**src/rtl/div_pkg.sv**
```systemverilog
// Shared constants and types for the divider family and its reconstruct partner.
//   DEF_WIDTH : default operand width
//   state_e   : control states of the sequential reconstructor
//   out_w()   : width of a reconstructed dividend for a given operand width
package div_pkg;

  localparam int unsigned DEF_WIDTH = 4;

  typedef enum logic [1:0] {
    IDLE = 2'd0,
    RUN  = 2'd1,
    DONE = 2'd2
  } state_e;

  function automatic int unsigned out_w(input int unsigned w);
    return 2 * w;
  endfunction

endpackage

```
**src/rtl/div_reconstruct_seq_if.sv**
```systemverilog
// Request/result bundle for div_reconstruct_seq.
//   start, quotient, divisor, remainder : request side (master drives)
//   busy, done, dividend, inconsistent  : result side (slave drives)
interface div_reconstruct_seq_if
  import div_pkg::*;
#(
  parameter int unsigned WIDTH = DEF_WIDTH
);

  localparam int unsigned OUT_W = out_w(WIDTH);

  logic             start;
  logic [WIDTH-1:0] quotient;
  logic [WIDTH-1:0] divisor;
  logic [WIDTH-1:0] remainder;
  logic             busy;
  logic             done;
  logic [OUT_W-1:0] dividend;
  logic             inconsistent;

  modport master (
    output start, quotient, divisor, remainder,
    input  busy, done, dividend, inconsistent
  );

  modport slave (
    input  start, quotient, divisor, remainder,
    output busy, done, dividend, inconsistent
  );

endinterface

```
**src/rtl/div_reconstruct_seq.sv**
```systemverilog
// Sequential inverse of the combinational divider: rebuilds
// dividend = quotient*divisor + remainder with a shift-add multiplier,
// one quotient bit per clock, and flags triples no legal division yields.
//   clk  : rising-edge clock
//   rst  : asynchronous active-high reset
//   bus  : slave side of div_reconstruct_seq_if (start/operands in,
//          busy/done/dividend/inconsistent out)
module div_reconstruct_seq
  import div_pkg::*;
#(
  parameter int unsigned WIDTH = DEF_WIDTH
) (
  input  logic                  clk,
  input  logic                  rst,
  div_reconstruct_seq_if.slave  bus
);

  localparam int unsigned OUT_W = out_w(WIDTH);
  localparam int unsigned CNT_W = $clog2(WIDTH + 1);

  state_e             state_q;
  state_e             state_nxt;
  logic               busy_d;
  logic               done_d;
  logic               busy_q;
  logic               done_q;

  logic [OUT_W-1:0]   acc;
  logic [OUT_W-1:0]   mcand;
  logic [WIDTH-1:0]   mplier;
  logic [CNT_W-1:0]   cnt;
  logic               err_q;
  logic [OUT_W-1:0]   dividend_q;
  logic               inconsistent_q;

  logic               last;
  logic [OUT_W-1:0]   acc_sum;

  // Final multiplier step; the sum is bounded below 2^OUT_W so no carry is lost.
  assign last    = (cnt == CNT_W'(WIDTH - 1));
  assign acc_sum = acc + (mplier[0] ? mcand : '0);

  // State register, with the registered handshake outputs tracking it.
  always_ff @(posedge clk or posedge rst) begin
    if (rst) begin
      state_q <= IDLE;
      busy_q  <= 1'b0;
      done_q  <= 1'b0;
    end else begin
      state_q <= state_nxt;
      busy_q  <= busy_d;
      done_q  <= done_d;
    end
  end

  // Next-state logic; start is only looked at in IDLE.
  always_comb begin
    state_nxt = state_q;
    case (state_q)
      IDLE:    if (bus.start) state_nxt = RUN;
      RUN:     if (last)      state_nxt = DONE;
      DONE:                   state_nxt = IDLE;
      default:                state_nxt = IDLE;
    endcase
  end

  // Output decode from the upcoming state so the flops line up with it.
  always_comb begin
    busy_d = 1'b0;
    done_d = 1'b0;
    case (state_nxt)
      RUN:     busy_d = 1'b1;
      DONE: begin
        busy_d = 1'b1;
        done_d = 1'b1;
      end
      default: ;
    endcase
  end

  // Shift-add datapath and result registers.
  always_ff @(posedge clk or posedge rst) begin
    if (rst) begin
      acc            <= '0;
      mcand          <= '0;
      mplier         <= '0;
      cnt            <= '0;
      err_q          <= 1'b0;
      dividend_q     <= '0;
      inconsistent_q <= 1'b0;
    end else begin
      case (state_q)
        IDLE: begin
          if (bus.start) begin
            acc    <= OUT_W'(bus.remainder);
            mcand  <= OUT_W'(bus.divisor);
            mplier <= bus.quotient;
            cnt    <= '0;
            err_q  <= (bus.divisor == '0) | (bus.remainder >= bus.divisor);
          end
        end
        RUN: begin
          acc    <= acc_sum;
          mcand  <= mcand << 1;
          mplier <= mplier >> 1;
          cnt    <= cnt + CNT_W'(1);
          if (last) begin
            dividend_q     <= acc_sum;
            inconsistent_q <= err_q;
          end
        end
        default: ;
      endcase
    end
  end

  assign bus.busy         = busy_q;
  assign bus.done         = done_q;
  assign bus.dividend     = dividend_q;
  assign bus.inconsistent = inconsistent_q;

endmodule

```
**src/flat_wrapper.sv**
```systemverilog
// flat-port wrapper written by rule: the top's interface ports become plain ports
module div_reconstruct_seq_flat import div_pkg::*;
#(
  parameter int unsigned WIDTH = DEF_WIDTH
)
  (clk, rst, bus_start, bus_quotient, bus_divisor, bus_remainder, bus_busy, bus_done, bus_dividend, bus_inconsistent);
  div_reconstruct_seq_if #(.WIDTH(WIDTH)) bus_i ();
  input  logic clk;
  input  logic rst;
  input wire logic [$bits(bus_i.start)-1:0] bus_start;
  input wire logic [$bits(bus_i.quotient)-1:0] bus_quotient;
  input wire logic [$bits(bus_i.divisor)-1:0] bus_divisor;
  input wire logic [$bits(bus_i.remainder)-1:0] bus_remainder;
  output wire logic [$bits(bus_i.busy)-1:0] bus_busy;
  output wire logic [$bits(bus_i.done)-1:0] bus_done;
  output wire logic [$bits(bus_i.dividend)-1:0] bus_dividend;
  output wire logic [$bits(bus_i.inconsistent)-1:0] bus_inconsistent;
  assign bus_i.start = bus_start;
  assign bus_i.quotient = bus_quotient;
  assign bus_i.divisor = bus_divisor;
  assign bus_i.remainder = bus_remainder;
  assign bus_busy = bus_i.busy;
  assign bus_done = bus_i.done;
  assign bus_dividend = bus_i.dividend;
  assign bus_inconsistent = bus_i.inconsistent;
  div_reconstruct_seq #(.WIDTH(WIDTH)) u_core (.clk(clk), .rst(rst), .bus(bus_i));
endmodule
```
**config.mk**
```make
export PLATFORM = sky130hd
export DESIGN_NAME = div_reconstruct_seq_flat
export DESIGN_NICKNAME = d
export VERILOG_FILES = /design/src/rtl/div_pkg.sv /design/src/rtl/div_reconstruct_seq_if.sv /design/src/rtl/div_reconstruct_seq.sv /design/src/flat_wrapper.sv
export SDC_FILE = /design/constraint.sdc
export NUM_CORES = 1
export LEC_CHECK = 0
export ABC_CLOCK_PERIOD_IN_PS = 2300
export CAP_MARGIN = 20
export CORE_ASPECT_RATIO = 1.1
export CORE_MARGIN = 2
export CORE_UTILIZATION = 47
export CTS_CLUSTER_DIAMETER = 200
export CTS_CLUSTER_SIZE = 25
export DETAILED_ROUTE_END_ITERATION = 16
export GPL_ROUTABILITY_DRIVEN = 1
export PLACE_DENSITY = 0.73
export SLEW_MARGIN = 20
export SYNTH_ARGS = -nofsm -noshare
export SYNTH_HDL_FRONTEND = slang
export SYNTH_SLANG_ARGS = --single-unit
```
**constraint.sdc**
```tcl
create_clock -name clk -period 2.3 [get_ports clk]
set_input_delay 0.69 -clock clk [delete_from_list [all_inputs] [get_ports clk]]
set_output_delay 0.69 -clock clk [all_outputs]
set_load 0.01 [all_outputs]
```
; Word level (Yosys, flattened, before mapping)
; Index checks and enable logic that the tools add are counted.
; Widths: inputs -> output; s select.
[totals]
regBits = 37
out_inout_bits = 11
[op_classes]
n_addsub = 2
n_lt_le_gt_ge = 1
n_eq_ne = 5
mux = 14
n_bitwise = 1
reduce_logical = 7
[ops]
columns = operator, count
row1 = $pmux 8 s2, 2
row2 = $mux 8, 3
row3 = $add 8x8->8, 1
row4 = $pmux 4 s2, 1
row5 = $pmux 3 s2, 1
row6 = $reduce_and 2->1, 3
row7 = $eq 2x1->1 const B, 2
row8 = $ge 4x4->1, 1
row9 = $logic_not 4->1, 1
row10 = $mux 2, 2
row11 = $mux 4, 1
row12 = $pmux 2 s2, 1
row13 = $add 3x1->3 const B, 1
row14 = $eq 3x2->1 const B, 1
row15 = $mux 3, 1
row16 = $eq 2x2->1 const B, 1
row17 = $logic_not 2->1, 1
row18 = $mux 1, 2
row19 = $ne 2x2->1 const B, 1
row20 = $reduce_bool 2->1, 1
row21 = $reduce_or 2->1, 1
row22 = $or 1x1->1, 1

; Depth between registers and ports, before layout
; Gate-level depths: netlist of run 1.
[logic_depth]
word_depth = 6
mapped_depth = 9
depth_no_buf = 9

; Worst setup path after synthesis of run 1
; Ideal clock, no wire load.
[synth_timing]
kind = register to register
start = register u_core.mplier[0]
end = register u_core.dividend_q[4], in the netlist u_core.bus.dividend[4]
arrival_ns = 1.774
required_ns = 2.165
path_slack_ns = 0.391
path_stages_with_launch = 10
n_path_buf = 0
cell_sequence = dfrtp_1 -> and2_1 -> ha_1 -> inv_1 -> fa_1 -> nor2b_1 -> o21ai_2 -> a21oi_1 -> nand2b_1 -> o21ai_0
[synth_via]
elab_chain_len = 2
[synth_rtl]
columns = item, line_no
row1 = start: declaration, div_reconstruct_seq.sv:30  ; logic [WIDTH-1:0] mplier;
row2 = start signal: assignment, div_reconstruct_seq.sv:97  ; mplier <= bus.quotient;
row3 = start signal: assignment, div_reconstruct_seq.sv:105  ; mplier <= mplier >> 1;
row4 = $mux 8, div_reconstruct_seq.sv:41  ; assign acc_sum = acc + (mplier[0] ? mcand : '0);
row5 = $add 8x8->8, div_reconstruct_seq.sv:41
row6 = end signal: assignment, div_reconstruct_seq.sv:108  ; dividend_q <= acc_sum;
row7 = end: declaration, div_reconstruct_seq.sv:33  ; logic [OUT_W-1:0] dividend_q;
; Every way passes these cells.
; A chain may end at the register's enable or synchronous reset.

; Worst setup path after layout of run 1
[layout_timing]
start = register u_core.mplier[0]
end = register u_core.dividend_q[7], in the netlist u_core.bus.dividend[7]
; Same word-level chain as after synthesis.

==> flow_metrics.py, run 1 <==
metrics = {
    "outcome": {
        "status": "complete, no violations",
    },
    "drt": {
        "drt-total-wl_um": 4010,
        "highest_layer": "met4",
        "ant_nets": 0,
        "drt-met1-wl_um": 1810,
        "drc": 0,
        "dr.pass1.iters": 4,
        "avgViaCountPerCell": 5.27,
        "wl_met2_um": 2020,
        "first_iter_violations": 90,
        "via_count": 1555,
        "route.met3.wl_um": 113,
        "wl_per_cell_um": 13.6,
    },
    "pwr": {
        "powerDensity_mw_per_mm2": 1190,
        "leakagePower_nw": 1.16,
        "power_mw": 2.92,
        "ir_drop_v": 0.000753,
    },
    "cells_and_area": {
        "instances_no_fill": 295,
        "final_util_pct": 58.0,
        "layout-drive-gt1-share_pct": 9.54,
        "final_nets": 270,
        "antenna_cells": 0,
        "final_cell_mix": "dfrtp_1, nand2_1, o21ai_0",
        "mostFrequentLayoutCell": "dfrtp_1",
        "nFillCells": 399,
        "synthToLayoutAreaGrowth_pct": 20.5,
    },
    "floorplan": {
        "die_h_um": 73.0,
        "ioPinCount": 26,
        "coreArea_mm2": 0.00422,
        "die_w_um": 66.7,
        "initial_utilization_pct": 48.1,
        "rows": 25,
        "dieArea_mm2": 0.00487,
    },
    "place": {
        "place.gp.congestion": 0.815,
        "place_hpwl_um": 3020,
        "pre_cts_ws_ns": 0.120,
        "dp_cells": 287,
        "portBuffers": 25,
    },
    "sta": {
        "setup_ws_ns": 0.167,
        "hold_violations": 0,
        "post-route-period-util_pct": 92.7,
        "tns_ns": 0,
        "max_freq_mhz": 469,
        "rsz0062_at_grt": "no",
        "finClkSkew_ns": 0.00845,
        "drv_slew": 0,
        "finalCriticalPeriod_ns": 2.13,
        "max-slew-margin-rel_pct": 67.7,
        "setup_viol": 0,
        "tightest_slew_ns": 0.484,
    },
    "grt": {
        "grt_max_degree": 38,
        "grt_usage_pct": 19.4,
        "grt.overflow.total": 0,
        "grt_pass1_wl_um": 6970,
        "grt_pass1_vias": 1548,
        "antenna_found_initial": 0,
    },
    "logic_synthesis": {
        "synth_edf_count": 0,
        "synth.top_cell.area_share_pct": 45.5,
        "ys_warn_count": 0,
        "synthArstFlopShare_pct": 100,
        "yosys_register_bits": 37,
        "synth_cell_types": 40,
        "ys.flop_type": "dfrtp_1",
        "yosys.area.top_type": "dfrtp_1",
        "ys_seq_area_share_pct": 45.5,
        "synthTopCellsByArea": "dfrtp_1, ha_1, o21ai_0",
        "synthCells": 209,
        "syn_area_mm2": 0.00203,
        "syn-num-nets": 239,
        "avgSynthCellArea_um2": 9.73,
    },
    "critical_path": {
        "cp_max_fo": 6,
        "rr_worst_depth": 8,
        "r2r-start": "u_core.mplier[0]",
        "crit_start": "u_core.mplier[0]",
        "crit_type": "reg -> reg",
        "r2r-end": "u_core.bus.dividend[7]",
        "arrival_ns": 2.31,
        "cp-start-kind": "register",
        "endpoint": "u_core.bus.dividend[7]",
        "endpoint_kind": "register",
        "required_ns": 2.47,
        "ff2ff_setup_slack_ns": 0.17,
    },
    "cts": {
        "cts_buffers": 5,
        "clk_latency_ns": 0.29,
        "cts.clk_slew.worst_paths_ns": 0.08,
        "clockBufferDepth": 2,
        "cts.sink_count": 37,
        "cts_hold_buf": 0,
        "cts_tree": "yes",
        "root_buffer": "clkbuf_8",
        "htreeDepth": 2,
    },
    "hold_path": {
        "hp-class": "reg -> reg",
    },
    "job": {
        "drv_cap": 0,
    },
}
-- area by class of cell --
class	count	area, µm²	area share, %
Inverter	16	60.1	2.45
Clock inverter	2	10.0	0.409
Clock buffer	6	72.6	2.96
Timing Repair Buffer	31	295	12.1
Sequential cell	37	926	37.8
Multi-Input combinational cell	149	1020	41.6
Tap cell	54	67.6	2.76
-- registers in the layout, summed over array words and instances (netlist names) --
register                 count
u_core.acc                   8
u_core.cnt                   3
u_core.mcand                 8
u_core.bus.busy              1
u_core.bus.inconsistent      1
u_core.bus.dividend          8
u_core.mplier                4
u_core.state_q               2
u_core.err_q                 1
u_core.bus.done              1
-- kinds of logic after synthesis --
kind of cell	Yosys count	synth area share, %
simple gates	67	16.7
compound gates	54	16.4
flops	37	45.5
buf+inv	23	4.74
fa+ha+maj	15	9.60
mux	8	4.18
xor+xnor	5	2.83
-- worst max-delay path, stage by stage, from the launching register on --
cell and delay (ns):
dfrtp_1 0.42, buf_4 0.16, and2_1 0.13, ha_1 0.34
a21oi_1 0.20, o21ai_0 0.12, nand2_1 0.17, xnor3_1 0.23
mux2_2 0.26
-- Yosys cell counts (all sizes together) (3+ instances only) --
master and instances:
a21oi 9, a22o 5, and2 7, buf 5
dfrtp 37, ha 14, inv 16, mux2 4
mux2i 4, nand2 27, nand2b 6, nand3 3
nor2 9, nor2b 8, nor3 3, o21ai 27
xor2 3
-- worst min-delay path by stage --
stage / endpoint / slack (ns) / cells after the start / startpoint
after floorplan: u_core.mplier[1] / 0.45 / 2 / u_core.mplier[1]
after global routing: u_core.mplier[3] / 0.52 / 1 / u_core.mplier[3]
after global placement: u_core.mplier[1] / 0.46 / 2 / u_core.mplier[1]
after CTS: u_core.mplier[1] / 0.49 / 2 / u_core.mplier[1]
after detailed placement: u_core.bus.dividend[1] / 0.47 / 2 / u_core.bus.dividend[1]
final: u_core.bus.dividend[1] / 0.48 / 2 / u_core.bus.dividend[1]
-- routing by layer --
metal	GRT usage, %	vias to the layer above
met5	0	-
met4	9.30	0
met3	2.78	6
met2	32.2	31
met1	24.8	738
li1	-	780
-- what timing repair did --
item	in CTS	in global routing
endpoints found under the hold margin	0	0
endpoints found under the setup margin	0	4
gates resized for setup	0	1
setup buffers	0	0
-- where the power goes --
part           internal [mW]  total (mW)  switching [mW]  leakage (nW)
Sequential             0.918        1.09           0.175         0.468
Clock                  0.210       0.434           0.225        0.0450
Combinational          0.676        1.40           0.720         0.645
-- stage by stage --
step                      cell area, µm²  hold slack, ns
after floorplan                     2030           0.449
after global placement              2360           0.463
after detailed placement            2360           0.469
after CTS                           2450           0.485
after global routing                2450           0.520
final                               2450           0.479
No activity file was read; power rests on OpenSTA's default activity.
==> run 2: changes to the inputs <==
--- a/config.mk
+++ b/config.mk
@@ -15,7 +15,6 @@
 export DETAILED_ROUTE_END_ITERATION = 16
 export GPL_ROUTABILITY_DRIVEN = 1
 export PLACE_DENSITY = 0.73
-export SLEW_MARGIN = 20
 export SYNTH_ARGS = -nofsm -noshare
 export SYNTH_HDL_FRONTEND = slang
 export SYNTH_SLANG_ARGS = --single-unit
==> results of run 2 <==
No change in the layout: final DEF, timing and power equal those of run 1.
==> run 3: changes to the inputs <==
--- a/config.mk
+++ b/config.mk
@@ -14,7 +14,7 @@
 export CTS_CLUSTER_SIZE = 25
 export DETAILED_ROUTE_END_ITERATION = 16
 export GPL_ROUTABILITY_DRIVEN = 1
-export PLACE_DENSITY = 0.73
+export PLACE_DENSITY_LB_ADDON = 0.1
 export SYNTH_ARGS = -nofsm -noshare
 export SYNTH_HDL_FRONTEND = slang
 export SYNTH_SLANG_ARGS = --single-unit
==> run 3 against run 2 <==
  * Register-to-register slack improved by 0.02 ns
  * Via count is 0.26% higher
  * Utilization up 0.44 points
  * Highest routed layer unchanged
==> flow_metrics.py, run 3 (synthesized netlist as in run 1, its figures left out) <==
metrics = {
    "cts": {
        "clockBufferDepth": 2,
        "clk_latency_ns": 0.29,
        "cts.clk_slew.worst_paths_ns": 0.07,
        "cts_hold_buf": 0,
        "cts_buffers": 5,
        "root_buffer": "clkbuf_8",
        "cts.sink_count": 37,
        "htreeDepth": 2,
        "cts_tree": "yes",
    },
    "critical_path": {
        "path_delay_family": "adder cells",
        "required_ns": 2.45,
        "worstPathCellList": "and2_1 > ha_1 > inv_1 > fa_1 > nor2b_1 > o21ai_2 > a21oi_2 > nand2b_1 > o21ai_0",
        "cp-start-kind": "register",
        "cp_max_fo": 9,
        "crit_type": "reg -> reg",
        "arrival_ns": 2.26,
        "critPathBufInv": 1,
        "endpoint_kind": "register",
        "cpMaxStageDelayCell": "dfrtp_1",
        "max_stage_delay_ns": 0.45,
    },
    "grt": {
        "antenna_found_initial": 0,
        "grt_pass1_vias": 1566,
        "grt_max_degree": 38,
        "grt_usage_pct": 19.7,
        "grt.overflow.total": 0,
        "grt_pass1_wl_um": 7130,
    },
    "sta": {
        "drv_slew": 0,
        "setup_viol": 0,
        "post-route-period-util_pct": 91.8,
        "finClkSkew_ns": 0.00565,
        "max-slew-margin-rel_pct": 54.0,
        "tightest_slew_ns": 0.691,
        "tns_ns": 0,
        "hold_violations": 0,
        "finalCriticalPeriod_ns": 2.11,
        "rsz0062_at_grt": "no",
        "setup_ws_ns": 0.188,
        "max_freq_mhz": 473,
    },
    "hold_path": {
        "hp-class": "reg -> reg",
    },
    "place": {
        "place_hpwl_um": 3230,
        "pre_cts_ws_ns": 0.105,
        "dp_cells": 285,
        "portBuffers": 25,
        "place.gp.congestion": 0.850,
    },
    "drt": {
        "dr.pass1.iters": 5,
        "drc": 0,
        "first_iter_violations": 110,
        "via_count": 1559,
        "wl_per_cell_um": 14.3,
        "drt-total-wl_um": 4180,
        "avgViaCountPerCell": 5.32,
        "ant_nets": 0,
    },
    "pwr": {
        "leakagePower_nw": 1.16,
        "ir_drop_v": 0.000815,
        "powerDensity_mw_per_mm2": 1240,
    },
    "cells_and_area": {
        "final_nets": 268,
        "final_util_pct": 58.5,
        "final_cell_mix": "dfrtp_1, nand2_1, o21ai_0",
        "layout-drive-gt1-share_pct": 8.79,
        "mostFrequentLayoutCell": "dfrtp_1",
        "antenna_cells": 0,
        "synthToLayoutAreaGrowth_pct": 21.4,
        "instances_no_fill": 293,
    },
    "floorplan": {
        "initial_utilization_pct": 48.1,
        "rows": 25,
        "dieArea_mm2": 0.00487,
        "die_w_um": 66.7,
        "die_h_um": 73.0,
        "coreArea_mm2": 0.00422,
        "ioPinCount": 26,
    },
    "job": {
        "drv_cap": 0,
    },
    "outcome": {
        "status": "complete, no violations",
    },
}
[run 3: changes by cell type in the layout (fill, tap and decap cells not counted)]
cell / before / now
buf_4: 6 / 4
clkinv_2: 2 / 0
bufinv_16: 0 / 1
clkbuf_1: 1 / 0
clkbuf_8: 5 / 6
clkinvlp_4: 0 / 1
o21bai_1: 0 / 1
o21bai_2: 1 / 0
[run 3: where the power goes]
group / switching (mW) / leakage (nW) / internal, mW
clock: 0.234 / 0.0574 / 0.352
combinational: 0.717 / 0.631 / 0.653
sequential: 0.192 / 0.468 / 0.918
total: 1.14 / 1.16 / 1.92
[run 3: timing repair]
action                     in CTS  in global routing
buffers inserted                0                  0
resized for setup               0                  1
setup endpoints to repair       0                  4
[run 3: worst paths after layout]
check | start | cells past startpoint | to | slack, ns
setup reg to reg | u_core.mplier[0] | 9 | u_core.acc[4] | 0.19
min in group asynchronous | rst | 3 | u_core.bus.dividend[7] | 0.79
setup / recovery | u_core.mplier[0] | 9 | u_core.acc[4] | 0.19
hold / removal | u_core.bus.dividend[2] | 2 | u_core.bus.dividend[2] | 0.48
max in group asynchronous | rst | 3 | u_core.mplier[2] | 1.19
hold reg to reg | u_core.bus.dividend[2] | 2 | u_core.bus.dividend[2] | 0.48
[run 3: cell type report]
cell class / instances / area [µm²]
inverters: 16 / 60.1
clock inverters: 2 / 37.5
well taps: 54 / 67.6
flip-flops and latches: 37 / 926
fillers: 381 / 1750
repair buffers: 29 / 280
clock buffers: 6 / 82.6
multi-input cells: 149 / 1010
[run 3: through the flow]
stage	power (mW)	hold slack, ns	instance area (µm²)
2_1_floorplan	2.04	0.449	2030
6_report	3.07	0.476	2470
4_1_cts	3.09	0.487	2460
5_1_grt	3.34	0.518	2470
3_5_place_dp	2.50	0.470	2340
3_3_place_gp	2.44	0.466	2340
[run 3: worst register-to-register path: cells and delay by family, from the launching register on]
| family | cells | cell delay [ns] |
|---|---|---|
| buf+inv | 1 | 0.07 |
| compound gates | 3 | 0.37 |
| fa+ha+maj | 2 | 0.60 |
| flops | 1 | 0.45 |
| simple gates | 3 | 0.49 |
[run 3: layer usage]
layer | global-route usage, % | up-vias | share of wire [%]
met2 | 33.9 | 30 | 52
li1 | - | 776 | -
met3 | 3.86 | 7 | 3.3
met1 | 23.7 | 746 | 43
met5 | 0 | - | 0
met4 | 9.07 | 0 | 1.8
==> edit 1, RTL diff (flow settings as in run 1) <==
Reset style: synchronous (`rst`), changed in 2 clocked blocks. Comments in the files are not updated.
--- a/src/rtl/div_reconstruct_seq.sv
+++ b/src/rtl/div_reconstruct_seq.sv
@@ -42,5 +42,5 @@
 
   // State register, with the registered handshake outputs tracking it.
-  always_ff @(posedge clk or posedge rst) begin
+  always_ff @(posedge clk) begin
     if (rst) begin
       state_q <= IDLE;
@@ -80,5 +80,5 @@
 
   // Shift-add datapath and result registers.
-  always_ff @(posedge clk or posedge rst) begin
+  always_ff @(posedge clk) begin
     if (rst) begin
       acc            <= '0;
Behaviour: differs if rst is asserted again (counterexample within 4 cycles, from zero or initial values and one cycle with rst high); with rst held inactive, the same outputs for 10 cycles.
==> edit 1 against run 1 <==
  * Synthesized area decreased by 6.1%
  * Critical path depth up 1
  * Sequential cell count stayed put
  * Worst setup slack better by 0.024 ns
  * Via count grew 7.4%
  * Synthesized cell count rose by 12%
  * Cell area is 4.5% lower
  * Clock skew is 0.0065 ns lower
  * Routed wire length increased by 1.7%
  * Highest routed layer unchanged
Power is not compared: it rests on default switching activity, and its combinational part moved more than twofold at a synthesized area within 25%.
==> edit 1: results (changes against run 1) <==
| Metric | Value |
|---|---|
| Outcome | complete, no violations (unchanged) |
| CTS max path bufs | 2 (unchanged) |
| Static Leakage | 0.946 nW |
| Layout cells sized above 1 | 8.78% (was 9.54%) |
| DR iter-0 viols | 78 (was 90) |
| Syn nets | 264 (was 239) |
| Setup bufs post-CTS | 0 (unchanged) |
| Worst min path class | reg -> reg (unchanged) |
| CP arrival | 2.34 ns (was 2.31 ns) |
| Worst-path fanout max | 9 (was 6) |
| Yosys cell types | 38 (was 40) |
| N_diodes | 0 (unchanged) |
| Max VDD drop | between 0.0004 and 0.0005 V |
| Initial antenna violation count | 0 (unchanged) |
| Worst-Skew Late Latency | 0.29 ns (about the same) |
| TritonCTS Buffers | 5 (unchanged) |
| Layout Cells excl Fill | 314 (was 295) |
| NumNets Final | 291 (was 270) |
| Cell family with most CP delay | adder cells (was flip-flops) |
| Largest cells by area after synthesis | dfxtp_1 (39%), ha_1 (9.2%), nor2_1 (7.9%) (was dfrtp_1 (46%), ha_1 (8.6%), o21ai_0 (6.4%)) |
| Ys async rst share | 0% (was 100%) |
| Vias in the first global route | 1539 (was 1548) |
| Sw Ratio | 24.6% |
| Post-synth EDFFs | 0 (unchanged) |
| Final Wtd Congestion | 0.861 (was 0.815) |
| Setup Skew | 0.00192 ns (was 0.00845 ns) |
| Post-Syn Area per Cell | 8.16 sq um (was 9.73 sq um) |
| Slowest-stage cell, CP | dfxtp_2 (was dfrtp_1) |
| Overall routing resource usage | 19.5% (was 19.4%) |
| Clk pin slew, worst setup/hold paths | 0.07 ns |
| Placed Area | 2220 sq um (was 2360 sq um) |
| Worst slew margin | 48.7% (was 67.7%) |
| First-pass GRT wire length | 6.91 mm (was 6.97 mm) |
| Avg WL per Cell | 13.0 microns (was 13.6 microns) |
| DRT Pass-1 Iters | 4 (unchanged) |
| Most instantiated cells after synthesis | nor2_1 (40), dfxtp_1 (37), nand2_1 (33) (was dfrtp_1 (37), nand2_1 (26), o21ai_0 (26)) |
| Htree depth | 2 (unchanged) |
| Post-DP HPWL | 3.04 mm (was 3.02 mm) |
| IO Port Bufs | 25 (unchanged) |
| Via count | 1670 (was 1555) |
| Largest net degree at the start of global routing | 19 (was 38) |
| Synth warn | 0 (unchanged) |
| Sequential share of the synthesized area | 38.8% (was 45.5%) |
| Slowest Stage Delay on Critical Path | 0.42 ns (about the same) |
| Root buffer cell | clkbuf_8 (unchanged) |
-- edit 1: layer usage --
layer	share of wire [%]	GRT usage, %	vias up
met2	49	32.5	33
met3	3.4	5.41	7
met4	1.7	6.62	0
li1	-	-	861
met5	0	0	-
met1	46	24.2	769
-- edit 1: per-stage QoR --
step,setup WS [ns],total power [W]
6_report,0.191,0.00146
5_1_grt,0.0512,0.00153
4_1_cts,0.0931,0.00147
3_5_place_dp,0.0730,0.000883
3_3_place_gp,0.116,0.000881
2_1_floorplan,0.459,0.000812
-- edit 1: power groups by stage --
| stage | Sequential [W] | Clock [W] | Combinational (W) |
|---|---|---|---|
| 6_report | 0.000689 | 0.000590 | 0.000180 |
| 5_1_grt | 0.000693 | 0.000639 | 0.000197 |
| 4_1_cts | 0.000689 | 0.000603 | 0.000180 |
| 3_5_place_dp | 0.000704 | 0 | 0.000179 |
| 3_3_place_gp | 0.000703 | 0 | 0.000178 |
| 2_1_floorplan | 0.000696 | 0 | 0.000115 |
-- edit 1: final timing paths --
path                                               to  slack [ns]                                 from  cells after the start
setup reg to reg  u_core.bus.dividend[4]$_SDFFE_PP0P_        0.19        u_core.mplier[0]$_SDFFE_PP0P_                      9
setup / recovery  u_core.bus.dividend[4]$_SDFFE_PP0P_        0.19        u_core.mplier[0]$_SDFFE_PP0P_                      9
hold reg to reg   u_core.bus.dividend[5]$_SDFFE_PP0P_        0.46  u_core.bus.dividend[5]$_SDFFE_PP0P_                      2
hold / removal    u_core.bus.dividend[5]$_SDFFE_PP0P_        0.46  u_core.bus.dividend[5]$_SDFFE_PP0P_                      2
-- edit 1: repair_timing --
item | CTS | global route
endpoints found under the setup margin | 0 | 4
hold endpoints to repair | 0 | 0
resized for setup | 0 | 1
-- edit 1: cell families (layout without fill, tap and decap cells) --
kind of cell | count (synthesis) | in the layout | synth area share (%)
buf+inv | 22 | 50 | 4.91
compound gates | 52 | 52 | 19.6
xor+xnor | 4 | 4 | 1.84
flops | 37 | 37 | 38.8
fa+ha+maj | 15 | 15 | 10.2
simple gates | 104 | 104 | 24.6
-- edit 1: worst register-to-register path, delay by kind of cell (launching register included) --
kind | cells | cell delay, ns
buf+inv | 1 | 0.07
simple gates | 3 | 0.45
compound gates | 3 | 0.46
flops | 1 | 0.42
fa+ha+maj | 2 | 0.63
-- edit 1: final cells by class --
cell class	instances	area, sq um
fill	347	1600
multi-input combinational	175	1070
sequential	37	742
timing repair buffer	31	295
clock buffer	6	82.6
tap	52	65.1
inverter	11	41.3
clock inverter	2	37.5
==> edit 2, RTL diff (config.mk and constraints of run 1) <==
Made on the original files. The package constant `DEF_WIDTH` goes from 4 to 8.
--- a/src/rtl/div_pkg.sv
+++ b/src/rtl/div_pkg.sv
@@ -5,5 +5,5 @@
 package div_pkg;
 
-  localparam int unsigned DEF_WIDTH = 4;
+  localparam int unsigned DEF_WIDTH = 8;
 
   typedef enum logic [1:0] {
Interface: changed (resized bus_dividend, bus_divisor, bus_quotient and bus_remainder); port bits go from 26 to 46. The function was not compared with the original's and may differ.
==> edit 2 against run 1 <==
  * The flow now finishes with violations (setup timing)
  * Total power up 86%
  * First-iteration DRC count up 33%
  * Cell area up 98%
  * Die area up 71%
  * Routed wire length up 120%
  * Worst setup slack worse by 0.20 ns
  * Synthesized area up 76%
  * Sequential cell count up 29
==> edit 2: results (changes against run 1) <==
| Metric | Value |
|---|---|
| Outcome | finished with violations (was complete, no violations) |
| Violated checks | setup timing |
| Layout cells sized above 1 | 21.2% (was 9.54%) |
| Met3 Use GR | 4.24% (was 2.78%) |
| Final Wtd Congestion | 0.863 (was 0.815) |
| Setup TNS | -0.0932 ns (was 0 ns) |
| Clk pin slew, worst setup/hold paths | 0.07 ns |
| Post-DP HPWL | 5.86 mm (was 3.02 mm) |
| R2r worst-path depth | 9 (was 8) |
| Cell count after synthesis | 371 (was 209) |
| Max VDD drop | 0.000545 V (was 0.000753 V) |
| Worst Tran Pin Value | 0.590 ns (was 0.484 ns) |
| First-pass GRT wire length | 14.5 mm (was 6.97 mm) |
| Syn nets | 424 (was 239) |
| Htree depth | 3 (was 2) |
| Worst-Skew Late Latency | 0.35 ns (was 0.29 ns) |
| Sequential share of the synthesized area | 46.1% (was 45.5%) |
| Largest net degree at the start of global routing | 67 (was 38) |
| GR Layer Usage met1 | 29.6% (was 24.8%) |
| Final Setup Violations | 7 (was 0) |
| DRT Pass-1 Iters | 5 (was 4) |
| Avg WL per Cell | 16.3 microns (was 13.6 microns) |
| Wire length on met2 | 4.43 mm (was 2.02 mm) |
| NumNets Final | 505 (was 270) |
| Int Pwr | 0.00346 W (was 0.00180 W) |
| CP arrival | 2.54 ns (was 2.31 ns) |
| Post-cts resize count | 8 (was 0) |
| # placed instances | 522 (was 287) |
| Via/cell ratio | 5.61 (was 5.27) |
| Static Leakage | 2.26 nW (was 1.16 nW) |
| Final hold slack | 0.478 ns (was 0.479 ns) |
| DR iter-0 viols | 120 (was 90) |
| Most instantiated cells after synthesis | dfrtp_1 (66), nand2_1 (55), o21ai_0 (43) (was dfrtp_1 (37), nand2_1 (26), o21ai_0 (26)) |
| Vias in the first global route | 3093 (was 1548) |
| IO Port Bufs | 45 (was 25) |
| DR WL met3 | 434 microns (was 113 microns) |
| TritonCTS Buffers | 9 (was 5) |
| Setup bufs post-CTS | 4 (was 0) |
| Overall routing resource usage | 22.6% (was 19.4%) |
| Final setup margin | -0.0343 ns (was 0.167 ns) |
| Largest cells by area after synthesis | dfrtp_1 (46%), ha_1 (8.7%), o21ai_0 (6.0%) (was dfrtp_1 (46%), ha_1 (8.6%), o21ai_0 (6.4%)) |
| Fillers | 592 (was 399) |
| Crit Reg-Reg Endpoint | u_core.acc[15]$_DFFE_PP0P_ (was u_core.bus.dividend[7]$_DFFE_PP0P_) |
| WL met1 | 3.84 mm (was 1.81 mm) |
| Met2 usage | 36.6% (was 32.2%) |
edit 2: power by group through the flow:
| stage | Sequential, W | Clock, W | Combinational, W |
|---|---|---|---|
| finish | 0.00193 | 0.00110 | 0.00241 |
| global route | 0.00198 | 0.00117 | 0.00266 |
| CTS | 0.00190 | 0.00111 | 0.00223 |
| detailed placement | 0.00190 | 0 | 0.00215 |
| global placement | 0.00189 | 0 | 0.00210 |
| floorplan | 0.00188 | 0 | 0.00125 |
edit 2: area by class of cell:
cell class | count | area share [%]
multi-input cells | 270 | 41.0
clock buffers | 11 | 2.92
well taps | 87 | 2.25
flip-flops and latches | 66 | 34.1
repair buffers | 89 | 16.9
clock inverters | 5 | 1.60
inverters | 16 | 1.32
edit 2: stage by stage:
| stage | utilization, % | area (sq um) |
|---|---|---|
| after global placement | 59.1 | 4390 |
| after floorplan | - | 3590 |
| after global routing | 65.2 | 4850 |
| after CTS | 63.0 | 4690 |
| after detailed placement | 59.1 | 4390 |
| final | 65.2 | 4850 |
edit 2: critical path, cell delays in order, from the launching register on:
cell and delay [ns]:
dfrtp_2 0.46, and2_2 0.23, ha_4 0.23, a211oi_2 0.22, o21bai_1 0.12, a21oi_2 0.29, o211ai_2 0.12, a221oi_2 0.29
xnor2_1 0.18, o21ai_1 0.08
edit 2: cells by family (layout without fill, tap and decap cells):
group / after synthesis / count (layout) / synth area share, %
adder cells (fa/ha/maj): 26 / 26 / 9.28
flip-flops: 66 / 66 / 46.1
XOR/XNOR: 15 / 15 / 3.66
AND/OR/NAND/NOR: 98 / 98 / 12.4
buffers and inverters: 35 / 121 / 3.70
AO/OA/AOI/OAI: 126 / 126 / 23.4
multiplexers: 5 / 5 / 1.54
